<file path="config.mk">
export PLATFORM = sky130hd
export DESIGN_NAME = grayscale_stream_ctrl
export DESIGN_NICKNAME = d
export VERILOG_FILES = /design/src/rtl/grayscale_stream_ctrl_pkg.sv /design/src/rtl/grayscale_stream_ctrl_grayscale.sv /design/src/rtl/grayscale_stream_ctrl.sv
export SDC_FILE = /design/constraint.sdc
export NUM_CORES = 1
export LEC_CHECK = 0
export CAP_MARGIN = 10
export CORE_ASPECT_RATIO = 1.1
export CORE_MARGIN = 5
export CORE_UTILIZATION = 51
export CTS_BUF_LIST = sky130_fd_sc_hd__clkbuf_8
export DETAILED_ROUTE_END_ITERATION = 10
export GPL_ROUTABILITY_DRIVEN = 0
export GPL_TIMING_DRIVEN = 1
export PLACE_DENSITY = 0.79
export SYNTH_ARGS = -nofsm -noshare
export SYNTH_HDL_FRONTEND = slang
export SYNTH_SLANG_ARGS = --single-unit
</file>
<file path="constraint.sdc">
create_clock -name I_CLK -period 5.1 [get_ports I_CLK]
set_input_delay 0.765 -clock I_CLK [delete_from_list [all_inputs] [get_ports I_CLK]]
set_output_delay 0.765 -clock I_CLK [all_outputs]
set_load 0.01 [all_outputs]
</file>
<file path="src/rtl/grayscale_stream_ctrl_pkg.sv">
// Shared types and helpers for the grayscale stream controller and its luma stage.
package grayscale_stream_ctrl_pkg;

    typedef enum logic [1:0] {
        ST_IDLE  = 2'd0,
        ST_RUN   = 2'd1,
        ST_FLUSH = 2'd2
    } state_t;

    localparam int FLAG_SOF = 0;
    localparam int FLAG_EOL = 1;
    localparam int FLAG_EOF = 2;
    localparam int FLAG_W   = 3;

    function automatic int subpixel_depth(input int pixel_depth);
        return pixel_depth / 3;
    endfunction

    function automatic int cnt_width(input int n);
        return (n > 1) ? $clog2(n) : 1;
    endfunction

endpackage

</file>
<file path="src/rtl/grayscale_stream_ctrl_grayscale.sv">
// Registered RGB-to-luma stage: truncating shift-add Rec.601 approximation.
module grayscale
    import grayscale_stream_ctrl_pkg::*;
#(
    parameter int P_PIXEL_DEPTH = 24
) (
    input  logic                                       I_CLK,
    input  logic                                       I_RESET,
    input  logic                                       I_ENABLE,
    input  logic [P_PIXEL_DEPTH-1:0]                   I_PIXEL,
    output logic [subpixel_depth(P_PIXEL_DEPTH)-1:0]   O_PIXEL
);

    localparam int SD = subpixel_depth(P_PIXEL_DEPTH);

    logic [SD-1:0] red, green, blue;
    logic [SD-1:0] luma_d, luma_q;

    assign red   = I_PIXEL[3*SD-1:2*SD];
    assign green = I_PIXEL[2*SD-1:SD];
    assign blue  = I_PIXEL[SD-1:0];

    // Coefficients 0.297 / 0.586 / 0.109; the sum stays below full scale, so no carry out.
    assign luma_d = (red >> 2) + (red >> 5) + (red >> 6)
                  + (green >> 1) + (green >> 4) + (green >> 6) + (green >> 7)
                  + (blue >> 4) + (blue >> 5) + (blue >> 6);

    always_ff @(posedge I_CLK) begin
        if (I_ENABLE) begin
            luma_q <= I_RESET ? '0 : luma_d;
        end
    end

    assign O_PIXEL = luma_q;

endmodule

</file>
<file path="src/rtl/grayscale_stream_ctrl.sv">
// Frame sequencer around the grayscale stage: handshake, position counters and frame flags.
// state | meaning
// IDLE  | waiting for I_START
// RUN   | accepting pixels, counting col/row
// FLUSH | last pixel accepted, waiting for it to drain
module grayscale_stream_ctrl
    import grayscale_stream_ctrl_pkg::*;
#(
    parameter int P_PIXEL_DEPTH  = 24,
    parameter int P_IMAGE_WIDTH  = 640,
    parameter int P_IMAGE_HEIGHT = 480
) (
    input  logic                                       I_CLK,
    input  logic                                       I_RESET,
    input  logic                                       I_START,
    input  logic                                       I_VALID,
    input  logic [P_PIXEL_DEPTH-1:0]                   I_PIXEL,
    output logic                                       O_READY,
    output logic                                       O_VALID,
    input  logic                                       I_READY,
    output logic [subpixel_depth(P_PIXEL_DEPTH)-1:0]   O_PIXEL,
    output logic                                       O_SOF,
    output logic                                       O_EOL,
    output logic                                       O_EOF,
    output logic                                       O_BUSY,
    output logic                                       O_DONE
);

    localparam int CW = cnt_width(P_IMAGE_WIDTH);
    localparam int RW = cnt_width(P_IMAGE_HEIGHT);
    localparam logic [CW-1:0] COL_LAST = CW'(P_IMAGE_WIDTH - 1);
    localparam logic [RW-1:0] ROW_LAST = RW'(P_IMAGE_HEIGHT - 1);

    state_t              state_q;
    logic [CW-1:0]       col_q;
    logic [RW-1:0]       row_q;
    logic                valid_q;
    logic [FLAG_W-1:0]   flags_q, flags_d;
    logic                busy_q;
    logic                done_q;

    logic stage_en, accept, drain, col_last, row_last, gray_en;

    assign stage_en = ~valid_q | I_READY;
    assign O_READY  = (state_q == ST_RUN) & stage_en;
    assign accept   = I_VALID & O_READY;
    assign drain    = valid_q & I_READY;
    assign col_last = (col_q == COL_LAST);
    assign row_last = (row_q == ROW_LAST);
    assign gray_en  = stage_en | I_RESET;

    always_comb begin
        flags_d           = '0;
        flags_d[FLAG_SOF] = (col_q == '0) & (row_q == '0);
        flags_d[FLAG_EOL] = col_last;
        flags_d[FLAG_EOF] = col_last & row_last;
    end

    always_ff @(posedge I_CLK) begin
        if (I_RESET) begin
            state_q <= ST_IDLE;
            col_q   <= '0;
            row_q   <= '0;
            valid_q <= 1'b0;
            flags_q <= '0;
            busy_q  <= 1'b0;
            done_q  <= 1'b0;
        end else begin
            done_q <= 1'b0;
            if (stage_en) begin
                valid_q <= accept;
                flags_q <= accept ? flags_d : '0;
            end
            case (state_q)
                ST_IDLE: begin
                    // A start coinciding with the done pulse is deliberately dropped.
                    if (I_START && !done_q) begin
                        col_q   <= '0;
                        row_q   <= '0;
                        busy_q  <= 1'b1;
                        state_q <= ST_RUN;
                    end
                end
                ST_RUN: begin
                    if (accept) begin
                        if (col_last) begin
                            col_q <= '0;
                            row_q <= row_q + 1'b1;
                        end else begin
                            col_q <= col_q + 1'b1;
                        end
                        if (col_last && row_last) begin
                            state_q <= ST_FLUSH;
                        end
                    end
                end
                ST_FLUSH: begin
                    if (drain) begin
                        done_q  <= 1'b1;
                        busy_q  <= 1'b0;
                        state_q <= ST_IDLE;
                    end
                end
                default: begin
                    busy_q  <= 1'b0;
                    state_q <= ST_IDLE;
                end
            endcase
        end
    end

    grayscale #(
        .P_PIXEL_DEPTH(P_PIXEL_DEPTH)
    ) u_grayscale (
        .I_CLK    (I_CLK),
        .I_RESET  (I_RESET),
        .I_ENABLE (gray_en),
        .I_PIXEL  (I_PIXEL),
        .O_PIXEL  (O_PIXEL)
    );

    assign O_VALID = valid_q;
    assign O_SOF   = flags_q[FLAG_SOF];
    assign O_EOL   = flags_q[FLAG_EOL];
    assign O_EOF   = flags_q[FLAG_EOF];
    assign O_BUSY  = busy_q;
    assign O_DONE  = done_q;

endmodule

</file>
# Yosys cells after proc, flatten, opt, wreduce, memory -nomap -nowiden
# Cells that the tools add are included.
[word_totals]
register_bits = 35
inputBits = 29
out_inout_bits = 15
word_cells = 68
[op_classes]
addsub = 11
n_eq_ne = 9
muxes = 18
bitwise_logic = 10
n_reduce_logical = 12
[op_table]
columns = ["cell", "n"]
rows = [
  ["$mux W10", 3],
  ["$mux W9", 3],
  ["$add A8 B2 Y8", 3],
  ["$pmux W10 S2", 1],
  ["$pmux W9 S2", 1],
  ["$add A8 B4 Y8", 2],
  ["$add A10 B1 Y10 const B", 1],
  ["$eq A10 B10 Y1 const B", 1],
  ["$logic_not A10 Y1", 1],
  ["$add A9 B1 Y9 const B", 1],
  ["$eq A9 B9 Y1 const B", 1],
  ["$logic_not A9 Y1", 1],
  ["$add A8 B1 Y8", 1],
  ["$add A8 B3 Y8", 1],
  ["$add A8 B7 Y8", 1],
  ["$mux W2", 4],
  ["$ne A2 B2 Y1 const B", 4],
  ["$reduce_and A4 Y1", 2],
  ["$add A6 B3 Y7", 1],
  ["$pmux W2 S3", 1],
  ["$reduce_and A3 Y1", 2],
  ["$and A1 B1 Y1", 5],
  ["$mux W1", 3],
  ["$mux W3", 1],
  ["other kinds (11)", 15],
]

# Longest topological paths before layout
# Gate-level depths: netlist of the first run.
[logic_depth]
ltp_word = 9
mapped_depth = 15
ltp_nobuf = 15

# Hierarchy
# From an unflattened synthesis of the first run, not the netlist that was laid out.
[hier_totals]
cells_unflattened = 293
hier_area_um2 = 2730.1
[by_module_without_submodules]
columns = ["module", "instances", "cells_per_inst", "area_each_um2"]
rows = [
  ["grayscale_stream_ctrl", 1, 172, 1487.7],
  ["grayscale", 1, 121, 1242.4],
]

# Worst setup path before layout of the first run
# OpenSTA, ideal clock, no wires.
[synth_timing]
kind = "in2reg"
startpoint = "input I_PIXEL[18]"
endpoint = "register u_grayscale.luma_q[7] (netlist: u_grayscale.O_PIXEL[7]), data pin"
setup_ns = 0.152
arrival_time_ns = 4.965
t_required_ns = 4.948
slack_ns = -0.017
stages = 14
n_path_buf = 0
path_cell_list = "ha_1 > fa_1 > inv_1 > fa_1 > fa_1 > fa_1 > inv_1 > fa_1 > ha_1 > fa_1 > a211oi_1 > o21ai_0 > a2111o_1 > o21ai_0"
[synth_between]
elab_chain_cells = 9
[synth_rtl]
columns = ["element", "line", "rtl"]
rows = [
  ["start, declared", "grayscale_stream_ctrl.sv:17", "input logic [P_PIXEL_DEPTH-1:0] I_PIXEL,"],
  ["$add A6 B3 Y7", "grayscale_stream_ctrl_grayscale.sv:24", "assign luma_d = (red >> 2) + (red >> 5) + (red >> 6)"],
  ["$add A8 B2 Y8", "grayscale_stream_ctrl_grayscale.sv:24", ""],
  ["$add A8 B7 Y8", "grayscale_stream_ctrl_grayscale.sv:25", "+ (green >> 1) + (green >> 4) + (green >> 6) + (green >> 7)"],
  ["$add A8 B4 Y8", "grayscale_stream_ctrl_grayscale.sv:25", ""],
  ["$add A8 B2 Y8", "grayscale_stream_ctrl_grayscale.sv:25", ""],
  ["$add A8 B1 Y8", "grayscale_stream_ctrl_grayscale.sv:25", ""],
  ["$add A8 B4 Y8", "grayscale_stream_ctrl_grayscale.sv:26", "+ (blue >> 4) + (blue >> 5) + (blue >> 6);"],
  ["$add A8 B3 Y8", "grayscale_stream_ctrl_grayscale.sv:26", ""],
  ["$add A8 B2 Y8", "grayscale_stream_ctrl_grayscale.sv:26", ""],
  ["end signal, assigned", "grayscale_stream_ctrl_grayscale.sv:30", "luma_q <= I_RESET ? '0 : luma_d;"],
  ["end, declared", "grayscale_stream_ctrl_grayscale.sv:17", "logic [SD-1:0] luma_d, luma_q;"],
]
# No other way between the ends.
# A chain may end at the register's enable or synchronous reset.

# Final worst setup path of the first run
[layout_timing]
startpoint = "input I_PIXEL[21]"
endpoint = "register u_grayscale.luma_q[7] (netlist: u_grayscale.O_PIXEL[7]), data pin"
# The elaborated chain is that of the path after synthesis.

==> results of run 1 <==
## worst min-delay path, cell delays in order, from the launching register on
cell	delay [ns]
dfxtp_1	0.31
nand2_1	0.05
nand2_1	0.05
## how the worst max path moves through the flow
stage / slack, ns / cells past startpoint / endpoint / start
4_1_cts: 0.05 / 14 / u_grayscale.O_PIXEL[7]$_SDFFCE_PP0P_ / I_PIXEL[22]
3_5_place_dp: -0.66 / 15 / u_grayscale.O_PIXEL[7]$_SDFFCE_PP0P_ / I_PIXEL[21]
5_1_grt: -0.0002 / 15 / u_grayscale.O_PIXEL[7]$_SDFFCE_PP0P_ / I_PIXEL[21]
6_report: 0.12 / 15 / u_grayscale.O_PIXEL[7]$_SDFFCE_PP0P_ / I_PIXEL[21]
2_1_floorplan: 0.03 / 14 / u_grayscale.O_PIXEL[7]$_SDFFCE_PP0P_ / I_PIXEL[18]
3_3_place_gp: -0.52 / 15 / u_grayscale.O_PIXEL[7]$_SDFFCE_PP0P_ / I_PIXEL[21]
## registers in the layout, indices dropped and copies added, names as in the netlist
name,count
O_VALID,1
flags_q,3
col_q,10
row_q,9
O_DONE,1
O_BUSY,1
u_grayscale.O_PIXEL,8
state_q,2
## area by class of cell
class / instances / area (um^2) / share of cell area [%]
repair buffers: 55 / 502 / 14.5
clock buffers: 6 / 82.6 / 2.38
clock inverters: 2 / 7.51 / 0.217
multi-input cells: 219 / 1860 / 53.8
inverters: 36 / 135 / 3.90
well taps: 75 / 93.8 / 2.71
flip-flops and latches: 35 / 781 / 22.5
## through the flow
step / cell area [um^2] / instances / setup slack (ns) / utilization [%] / hold WS, ns
global placement: 3320 / 416 / -0.517 / 62.0 / 0.440
finish: 3470 / 428 / 0.117 / 64.7 / 0.456
CTS: 3430 / 426 / 0.0455 / 64.1 / 0.462
detailed placement: 3320 / 416 / -0.665 / 62.0 / 0.452
floorplan: 2810 / 301 / 0.0311 / - / 0.462
global route: 3470 / 428 / -0.000184 / 64.7 / 0.506
## layer usage
layer,part of all wire (%),vias up,global-route usage [%]
met4,1.5,0,5.07
met5,0,-,0
met2,54,56,34.2
li1,-,1197,-
met1,41,1205,23.4
met3,3.7,9,3.70
## Yosys cell counts, drive strengths merged (6+ instances only)
cell type / number
inv: 35
dfxtp: 27
ha: 26
fa: 19
nand2: 19
a21oi: 17
nand3: 16
nor2: 13
o21ai: 9
edfxtp: 8
clkbuf: 7
or4: 6
## power groups by stage
stage	Clock [uW]	Sequential [uW]	Combinational, uW
after floorplan	0	364	451
after global placement	0	354	722
after detailed placement	0	352	753
after CTS	208	348	795
after global routing	218	350	895
final	203	347	803
## cell families (layout without fill, tap and decap cells)
family,Yosys count,count (layout),synth area share (%)
compound gates,63,63,15.7
mux,2,2,0.715
buf+inv,47,99,6.57
fa+ha+maj,45,45,25.2
xor+xnor,9,9,2.81
simple gates,100,100,21.1
flops,35,35,27.9
## what timing repair did
item,in CTS,in global routing
pin swaps,11,8
gates resized for setup,9,4
setup buffers,2,2
endpoints found under the setup margin,1,3
==> impl_metrics.csv, run 1 <==
group,metric,value,unit
logic_synthesis,synth_area,2800,um^2
logic_synthesis,synth_top_cell_by_area,"dfxtp_1",
logic_synthesis,async_reset_ff_share,0,%
power,p_int,861,uW
critical_path,criticalPathCategory,"input pin to register",
floorplanning,die_height,87.7,um
floorplanning,die_area,7080,um^2
drt,finalWirelength,6.33,mm
logic_synthesis,ys_seq_area_share,27.9,%
drt,first_pass_iters,4,
final_layout,area_growth,23.7,%
worst_hold_path,min_path_cells,2,
drt,drt_iter0_markers,248,
final_layout,layout_common_cells,"35 x inv_1, 32 x clkdlybuf4s50_1, 27 x dfxtp_1",
job,cap_violations,0,
timing,tightestPinTransition,1.10,ns
logic_synthesis,synth_cells,301,
critical_path,start_kind,"input pin",
power,power.total,1350,uW
global_route,track_usage,19.1,%
power,p_sw_share,36.4,%
critical_path,critPathBufInv,3,
critical_path,path_common_cell,"fa_1",
cts,cts_root_buf,"clkbuf_8",
timing,fmax,201,MHz
worst_hold_path,hp-start,"flags_q[1]$_SDFFE_PP0N_",
worst_hold_path,hp-class,"register to register",
final_layout,fin_nets,426,
critical_path,crit_slowest_cell,"fa_1",
drt,vias_per_cell,5.76,
floorplanning,start_util,52.3,%
placement,io_buffers,36,
logic_synthesis,synth_edf_count,8,
timing,finalMaxSlewViolations,0,
worst_hold_path,holdPathEnd,"flags_q[1]$_SDFFE_PP0N_",
logic_synthesis,synth_seq_cells,35,
floorplanning,die-width,80.7,um
floorplanning,rows,28,
logic_synthesis,synth.distinct_cells,59,
logic_synthesis,synth_nets,375,
timing,finalHoldViolations,0,
drt,drc_errors,0,
timing,finalSetupTns,0,ns
critical_path,cp.required,5.23,ns
cts,cts.sinks,35,
timing,period_needed,4.98,ns
critical_path,worstPathArrival,5.11,ns
cts,clkTransAtPathRegs,0.07,ns
logic_synthesis,ys.flop_type,"dfxtp_1",
final_layout,drive_gt1_share,11.9,%
logic_synthesis,synth_top_area_share,19.3,%
global_route,grt_overflow,0,
global_route,grt_pass1_wl,10.7,mm
global_route,grt_antenna_before_repair,0,
floorplanning,core-area,5360,um^2
cts,cts_buffers,5,
global_route,grt_max_degree,26,
status,outcome,"complete, no violations",
critical_path,crit_chain,"dlygate4sd2_1 > ha_2 > fa_1 > inv_2 > fa_1 > fa_1 > fa_1 > inv_1 > fa_1 > ha_2 > fa_2 > a211oi_2 > o21ai_1 > a2111o_1 > o21ai_1",
placement,hpwl,4.95,mm
cts,htree_num_levels,2,
critical_path,rrSetupSlack,2.89,ns
cts,cts_tree,"built",
timing,fin_worst_skew,0.00908,ns
critical_path,cpPeakStageDelay,0.52,ns
drt,antenna_left,0,
power,seq_power_share,25.6,%
timing,slew_headroom,26.7,%
critical_path,crit_fanout,2,
timing,layout_worst_path_cycle_share,97.7,%
critical_path,critPathTopFamily,"adder cells",
drt,routedWlPerCell,14.8,um
critical_path,reg2reg_depth,4,
final_layout,final_common_cell,"inv_1",
power,p_sw,492,uW
power,power_density,390,nW/um^2
critical_path,crit_path_end_kind,"register",
global_route,first_global_vias,2397,
power,ir_drop,0.000413,V
final_layout,fillers,434,
power,p_comb_share,59.3,%
power,clock_power_share,15.0,%
logic_synthesis,avgSynthCellArea,9.31,um^2
cts,clock_latency,0.29,ns
power,p_leak,0.00142,uW
drt,vias,2467,
critical_path,crit-reg2reg-launch,"state_q[0]$_SDFFE_PP0P_",
timing,setup_violations,0,
logic_synthesis,synthTopCellsByArea,"dfxtp_1 19%, fa_1 14%, ha_1 12%",
logic_synthesis,ys.warnings.count,0,
cts,holdBufCountCts,0,
cts,clockBufferDepth,2,
critical_path,reg2reg_to,"row_q[7]$_SDFFE_PP0P_",
floorplanning,io_pins,44,
final_layout,diodes,0,
No activity file was read; power rests on OpenSTA's default activity.
==> inputs of run 2 (changes only) <==
Settings changed: CORE_UTILIZATION 51 to 55, PLACE_DENSITY 0.79 to 0.82, SYNTH_HIERARCHICAL from default to 1.
Clock period 5.1 ns to 5.25 ns, I/O delays scaled along.
==> impl_metrics.csv, run 2 <==
group,metric,value,unit
cts,clock_latency,0.28,ns
final_layout,final_area,3190,um^2
logic_synthesis,synth_edf_count,8,
final_layout,largest_register_ffs,10,
drt,vias_per_cell,5.81,
critical_path,start_kind,"input pin",
worst_hold_path,min_path_cells,2,
logic_synthesis,synth_area,2730,um^2
logic_synthesis,synth_nets,364,
cts,cts_resized,0,
placement,dp_slack,0.124,ns
timing,rsz0062_at_grt,"no",
cts,cts_tree,"built",
final_layout,area_growth,17.0,%
floorplanning,start_util,55.7,%
critical_path,worstPathArrival,4.94,ns
critical_path,crit_path_end_kind,"register",
final_layout,fillers,391,
final_layout,regMostFlops,"col_q",
timing,setup_violations,0,
job,cap_violations,0,
logic_synthesis,ys_seq_area_share,28.6,%
timing,finalMaxSlewViolations,0,
logic_synthesis,async_reset_ff_share,0,%
placement,placed_area,3110,um^2
logic_synthesis,synth_commonest_cells,"50 x inv_1, 27 x dfxtp_1, 21 x fa_1, 21 x ha_1, 17 x nand2_1",
cts,htree_num_levels,2,
placement,io_buffers,36,
drt,first_pass_iters,4,
timing,finalSetupTns,0,ns
drt,vias,2244,
cts,clockBufferDepth,2,
floorplanning,die-width,77.2,um
timing,fin_worst_skew,0.00573,ns
floorplanning,die_area,6470,um^2
power,ir_drop,0.000223,V
global_route,grt_antenna_before_repair,0,
logic_synthesis,synth.distinct_cells,58,
final_layout,drive_gt1_share,5.79,%
critical_path,crit_fanout,3,
floorplanning,rows,27,
drt,antenna_left,0,
placement,hpwl,4.57,mm
logic_synthesis,avgSynthCellArea,9.32,um^2
floorplanning,core-area,4900,um^2
logic_synthesis,synth_top_area_share,19.8,%
logic_synthesis,yosysMostFrequentCell,"inv_1",
logic_synthesis,ys.flop_type,"dfxtp_1",
status,outcome,"complete, no violations",
critical_path,reg2reg_depth,4,
timing,worst_slack,0.424,ns
logic_synthesis,synth_top_cell_by_area,"dfxtp_1",
cts,clkTransAtPathRegs,0.07,ns
timing,timing.hold.ws,0.479,ns
timing,slew_headroom,42.2,%
drt,drt_iter0_markers,127,
logic_synthesis,synth_seq_cells,35,
cts,postCtsSetupBuffers,0,
critical_path,cp.required,5.36,ns
final_layout,final_common_cell,"inv_1",
timing,tightestPinTransition,0.865,ns
logic_synthesis,synthTopCellsByArea,"dfxtp_1 20%, fa_1 15%, ha_1 9.6%",
final_layout,diodes,0,
global_route,grt_pass1_wl,10.3,mm
cts,cts_buffers,5,
timing,finalHoldViolations,0,
global_route,grt_max_degree,34,
worst_hold_path,hp-class,"register to register",
final_layout,layout_common_cells,"51 x inv_1, 36 x clkdlybuf4s50_1, 27 x dfxtp_1",
power,p_leak,0.00137,uW
drt,finalWirelength,5.86,mm
timing,fmax,207,MHz
cts,cts_root_buf,"clkbuf_8",
final_layout,fin_nets,398,
drt,routedWlPerCell,15.2,um
cts,holdBufCountCts,0,
logic_synthesis,synth_cells,293,
cts,cts.sinks,35,
global_route,first_global_vias,2274,
timing,layout_worst_path_cycle_share,91.9,%
floorplanning,die_height,83.9,um
timing,period_needed,4.83,ns
global_route,grt_overflow,0,
logic_synthesis,ys.warnings.count,6,
global_route,track_usage,19.0,%
critical_path,criticalPathCategory,"input pin to register",
power,power_density,330,nW/um^2
floorplanning,io_pins,44,
drt,drc_errors,0,
run 2: cell count changes after synthesis, sizes merged, moves of 5 or more:
cell / before / now
a21oi: 17 / 11
ha: 26 / 21
inv: 35 / 50
a311oi: 0 / 6
nor3: 3 / 9
run 2: logic make-up (layout without fill, tap and decap cells):
| group | after synthesis | count (layout) | share of synthesized area, % |
|---|---|---|---|
| xor+xnor | 2 | 2 | 0.642 |
| mux | 2 | 2 | 0.779 |
| flops | 35 | 35 | 28.6 |
| buf+inv | 60 | 95 | 9.07 |
| fa+ha+maj | 42 | 42 | 25.0 |
| simple gates | 90 | 90 | 19.8 |
| compound gates | 62 | 62 | 16.1 |
run 2: cell type report:
| cell class | instances | area (um^2) | area share [%] |
|---|---|---|---|
| inverters | 50 | 188 | 5.88 |
| well taps | 58 | 72.6 | 2.27 |
| clock buffers | 5 | 68.8 | 2.15 |
| multi-input cells | 198 | 1700 | 53.3 |
| clock inverters | 3 | 15.0 | 0.470 |
| flip-flops and latches | 35 | 781 | 24.4 |
| repair buffers | 37 | 368 | 11.5 |
run 2: report_power, final:
group	leakage (uW)	switching, uW	internal (uW)
registers	0.000310	9.72	318
clock network	0.0000496	98.9	91.1
logic	0.00101	278	258
run 2: through the flow:
stage | std cells | power [uW] | util [%]
2_1_floorplan | 293 | 711 | -
3_3_place_gp | 378 | 847 | 63.5
3_5_place_dp | 378 | 867 | 63.5
4_1_cts | 386 | 1070 | 65.2
5_1_grt | 386 | 1150 | 65.2
6_report | 386 | 1050 | 65.2
run 2: per-layer routing:
layer	vias up	wire (um)	part of all wire (%)	GRT usage (%)
met1	1079	2330	40	22.2
met5	-	0	0	0
met4	0	91	1.6	6.72
li1	1098	-	-	-
met2	56	3170	54	34.1
met3	11	273	4.7	3.46
run 2: path summary, 6_finish.rpt:
kind,end,slack [ns],startpoint
setup / recovery,u_grayscale/O_PIXEL[5]$_SDFFCE_PP0P_,0.42,I_PIXEL[6]
hold / removal,flags_q[2]$_SDFFE_PP0N_,0.48,flags_q[2]$_SDFFE_PP0N_
setup reg to reg,state_q[1]$_SDFFE_PP0P_,2.84,state_q[0]$_SDFFE_PP0P_
hold reg to reg,flags_q[2]$_SDFFE_PP0N_,0.48,flags_q[2]$_SDFFE_PP0N_
run 2: critical path, cell delays in order:
cell and delay (ns):
clkdlybuf4s50_1 0.50, inv_1 0.10, fa_1 0.52, inv_1 0.06
fa_1 0.51, fa_1 0.56, inv_1 0.06, fa_1 0.47
inv_1 0.07, ha_1 0.19, inv_1 0.06, fa_1 0.40
nand2b_1 0.18, a21boi_1 0.20, nor3_1 0.07, nor3_1 0.21
==> inputs of run 3 (changes only) <==
--- a/config.mk
+++ b/config.mk
@@ -7,5 +7,5 @@
 export LEC_CHECK = 0
 export CAP_MARGIN = 10
-export CORE_ASPECT_RATIO = 1.1
+export CORE_ASPECT_RATIO = 1.75
 export CORE_MARGIN = 5
 export CORE_UTILIZATION = 55
==> constraint.sdc (replaced) <==
create_clock -name I_CLK -period 5.25 [get_ports I_CLK]
set_input_delay 0.7875 -clock I_CLK [delete_from_list [all_inputs] [get_ports I_CLK]]
set_output_delay 0.7875 -clock I_CLK [all_outputs]
set_load 0.005 [all_outputs]
==> impl_metrics.csv, run 3 (synthesis results as in run 2) <==
group,metric,value,unit
status,outcome,"complete, no violations",
job,cap_violations,0,
drt,finalWirelength,6.50,mm
final_layout,seq_area,781,um^2
critical_path,crit_slowest_cell,"fa_1",
global_route,grt_max_degree,33,
timing,timing.hold.ws,0.471,ns
floorplanning,die_area,6530,um^2
power,clock_power_share,17.8,%
cts,cts_resized,0,
critical_path,start_kind,"input pin",
power,power_density,335,nW/um^2
global_route,track_usage,21.4,%
power,p_leak,0.00136,uW
final_layout,final_common_cell,"inv_1",
critical_path,crit_chain,"clkdlybuf4s50_1 > inv_1 > fa_1 > inv_1 > fa_1 > fa_1 > inv_1 > fa_1 > inv_1 > ha_1 > inv_1 > fa_1 > nand2b_1 > a21boi_1 > o21a_1 > nor3_1",
critical_path,rrSetupSlack,3.19,ns
global_route,grt_antenna_before_repair,0,
power,p_comb_share,51.6,%
cts,postCtsSetupBuffers,0,
final_layout,diodes,0,
cts,cts.sinks,35,
cts,cts_root_buf,"clkbuf_8",
drt,drc_errors,0,
power,p_sw,401,uW
floorplanning,rows,34,
timing,finalMaxSlewViolations,0,
drt,drt_iter0_markers,67,
timing,fin_worst_skew,0.00904,ns
cts,cts_buffers,5,
global_route,grt_pass1_wl,11.1,mm
critical_path,worstPathArrival,4.93,ns
final_layout,fillers,386,
placement,placed_area,3110,um^2
cts,clock_latency,0.30,ns
timing,slew_headroom,55.4,%
final_layout,multiInputGateArea,1700,um^2
cts,htree_num_levels,2,
timing,setup_violations,0,
final_layout,largest_register_ffs,10,
power,p_sw_share,37.4,%
critical_path,cpPeakStageDelay,0.55,ns
cts,cts_tree,"built",
placement,dp.cells,375,
critical_path,criticalPathCategory,"input pin to register",
cts,clkTransAtPathRegs,0.08,ns
global_route,first_global_vias,2303,
timing,period_needed,4.88,ns
critical_path,cp.required,5.29,ns
drt,antenna_left,0,
power,ir_drop,0.000237,V
drt,first_pass_iters,4,
critical_path,crit_fanout,3,
timing,rsz0062_at_grt,"no",
final_layout,regMostFlops,"col_q",
placement,hpwl,5.19,mm
final_layout,fin_nets,399,
floorplanning,core-area,4890,um^2
placement,io_buffers,36,
critical_path,crit_path_end_kind,"register",
final_layout,layout_common_cells,"50 x inv_1, 36 x clkdlybuf4s50_1, 27 x dfxtp_1",
final_layout,area_growth,17.1,%
power,seq_power_share,30.6,%
timing,layout_worst_path_cycle_share,93.0,%
power,power.total,1070,uW
worst_hold_path,hp-class,"register to register",
drt,vias_per_cell,5.93,
floorplanning,io_pins,44,
timing,finalSetupTns,0,ns
power,p_int,672,uW
timing,tightestPinTransition,0.668,ns
floorplanning,start_util,55.8,%
timing,finalHoldViolations,0,
final_layout,drive_gt1_share,5.78,%
cts,holdBufCountCts,0,
cts,clockBufferDepth,2,
timing,fmax,205,MHz
final_layout,final_cells,383,
drt,routedWlPerCell,17.0,um
floorplanning,die_height,103,um
drt,vias,2270,
global_route,grt_overflow,0,
final_layout,final_area,3200,um^2
floorplanning,die-width,63.3,um
[run 3: changes by cell type in the layout (fill, tap and decap cells not counted), sizes merged]
cell      delta
inv          -2
clkinv       +1
clkinvlp     +1
buf          +1
[run 3: power by group through the flow]
stage	sequential [uW]	combinational [uW]	clock (uW)
global placement	333	525	0
global route	331	633	209
CTS	329	562	195
finish	328	553	191
detailed placement	335	559	0
floorplan	337	362	0
[run 3: per-stage QoR]
stage / setup slack (ns) / util, %
floorplan: 0.906 / -
global route: 0.103 / 65.3
finish: 0.366 / 65.3
CTS: 0.326 / 65.3
detailed placement: 0.0335 / 63.6
global placement: 0.143 / 63.6
[run 3: area by class of cell]
class / instances / share of cell area [%]
Clock buffer: 5 / 2.15
Timing Repair Buffer: 38 / 11.7
Sequential cell: 35 / 24.4
Multi-Input combinational cell: 198 / 53.2
Inverter: 50 / 5.87
Clock inverter: 3 / 0.470
Tap cell: 54 / 2.11
[run 3: routing by layer]
metal,global-route usage (%),up-vias,part of all wire [%]
met5,0,-,0
met4,9.76,0,3.0
met3,4.32,15,4.6
met2,42.6,61,58
met1,20.8,1094,35
li1,-,1100,-
[run 3: path summary, 6_finish.rpt]
| check | endpoint | from | cells past startpoint |
|---|---|---|---|
| max reg2reg | state_q[1]$_SDFFE_PP0P_ | state_q[0]$_SDFFE_PP0P_ | 5 |
| max | u_grayscale/O_PIXEL[5]$_SDFFCE_PP0P_ | I_PIXEL[6] | 16 |
| min reg2reg | flags_q[0]$_SDFFE_PP0N_ | flags_q[0]$_SDFFE_PP0N_ | 2 |
| min | flags_q[0]$_SDFFE_PP0N_ | flags_q[0]$_SDFFE_PP0N_ | 2 |
[run 3: worst max-delay path: cells and delay by family]
family          cells  cell delay (ns)
fa+ha+maj           6             2.68
buf+inv             6             0.89
compound gates      2             0.33
simple gates        2             0.22
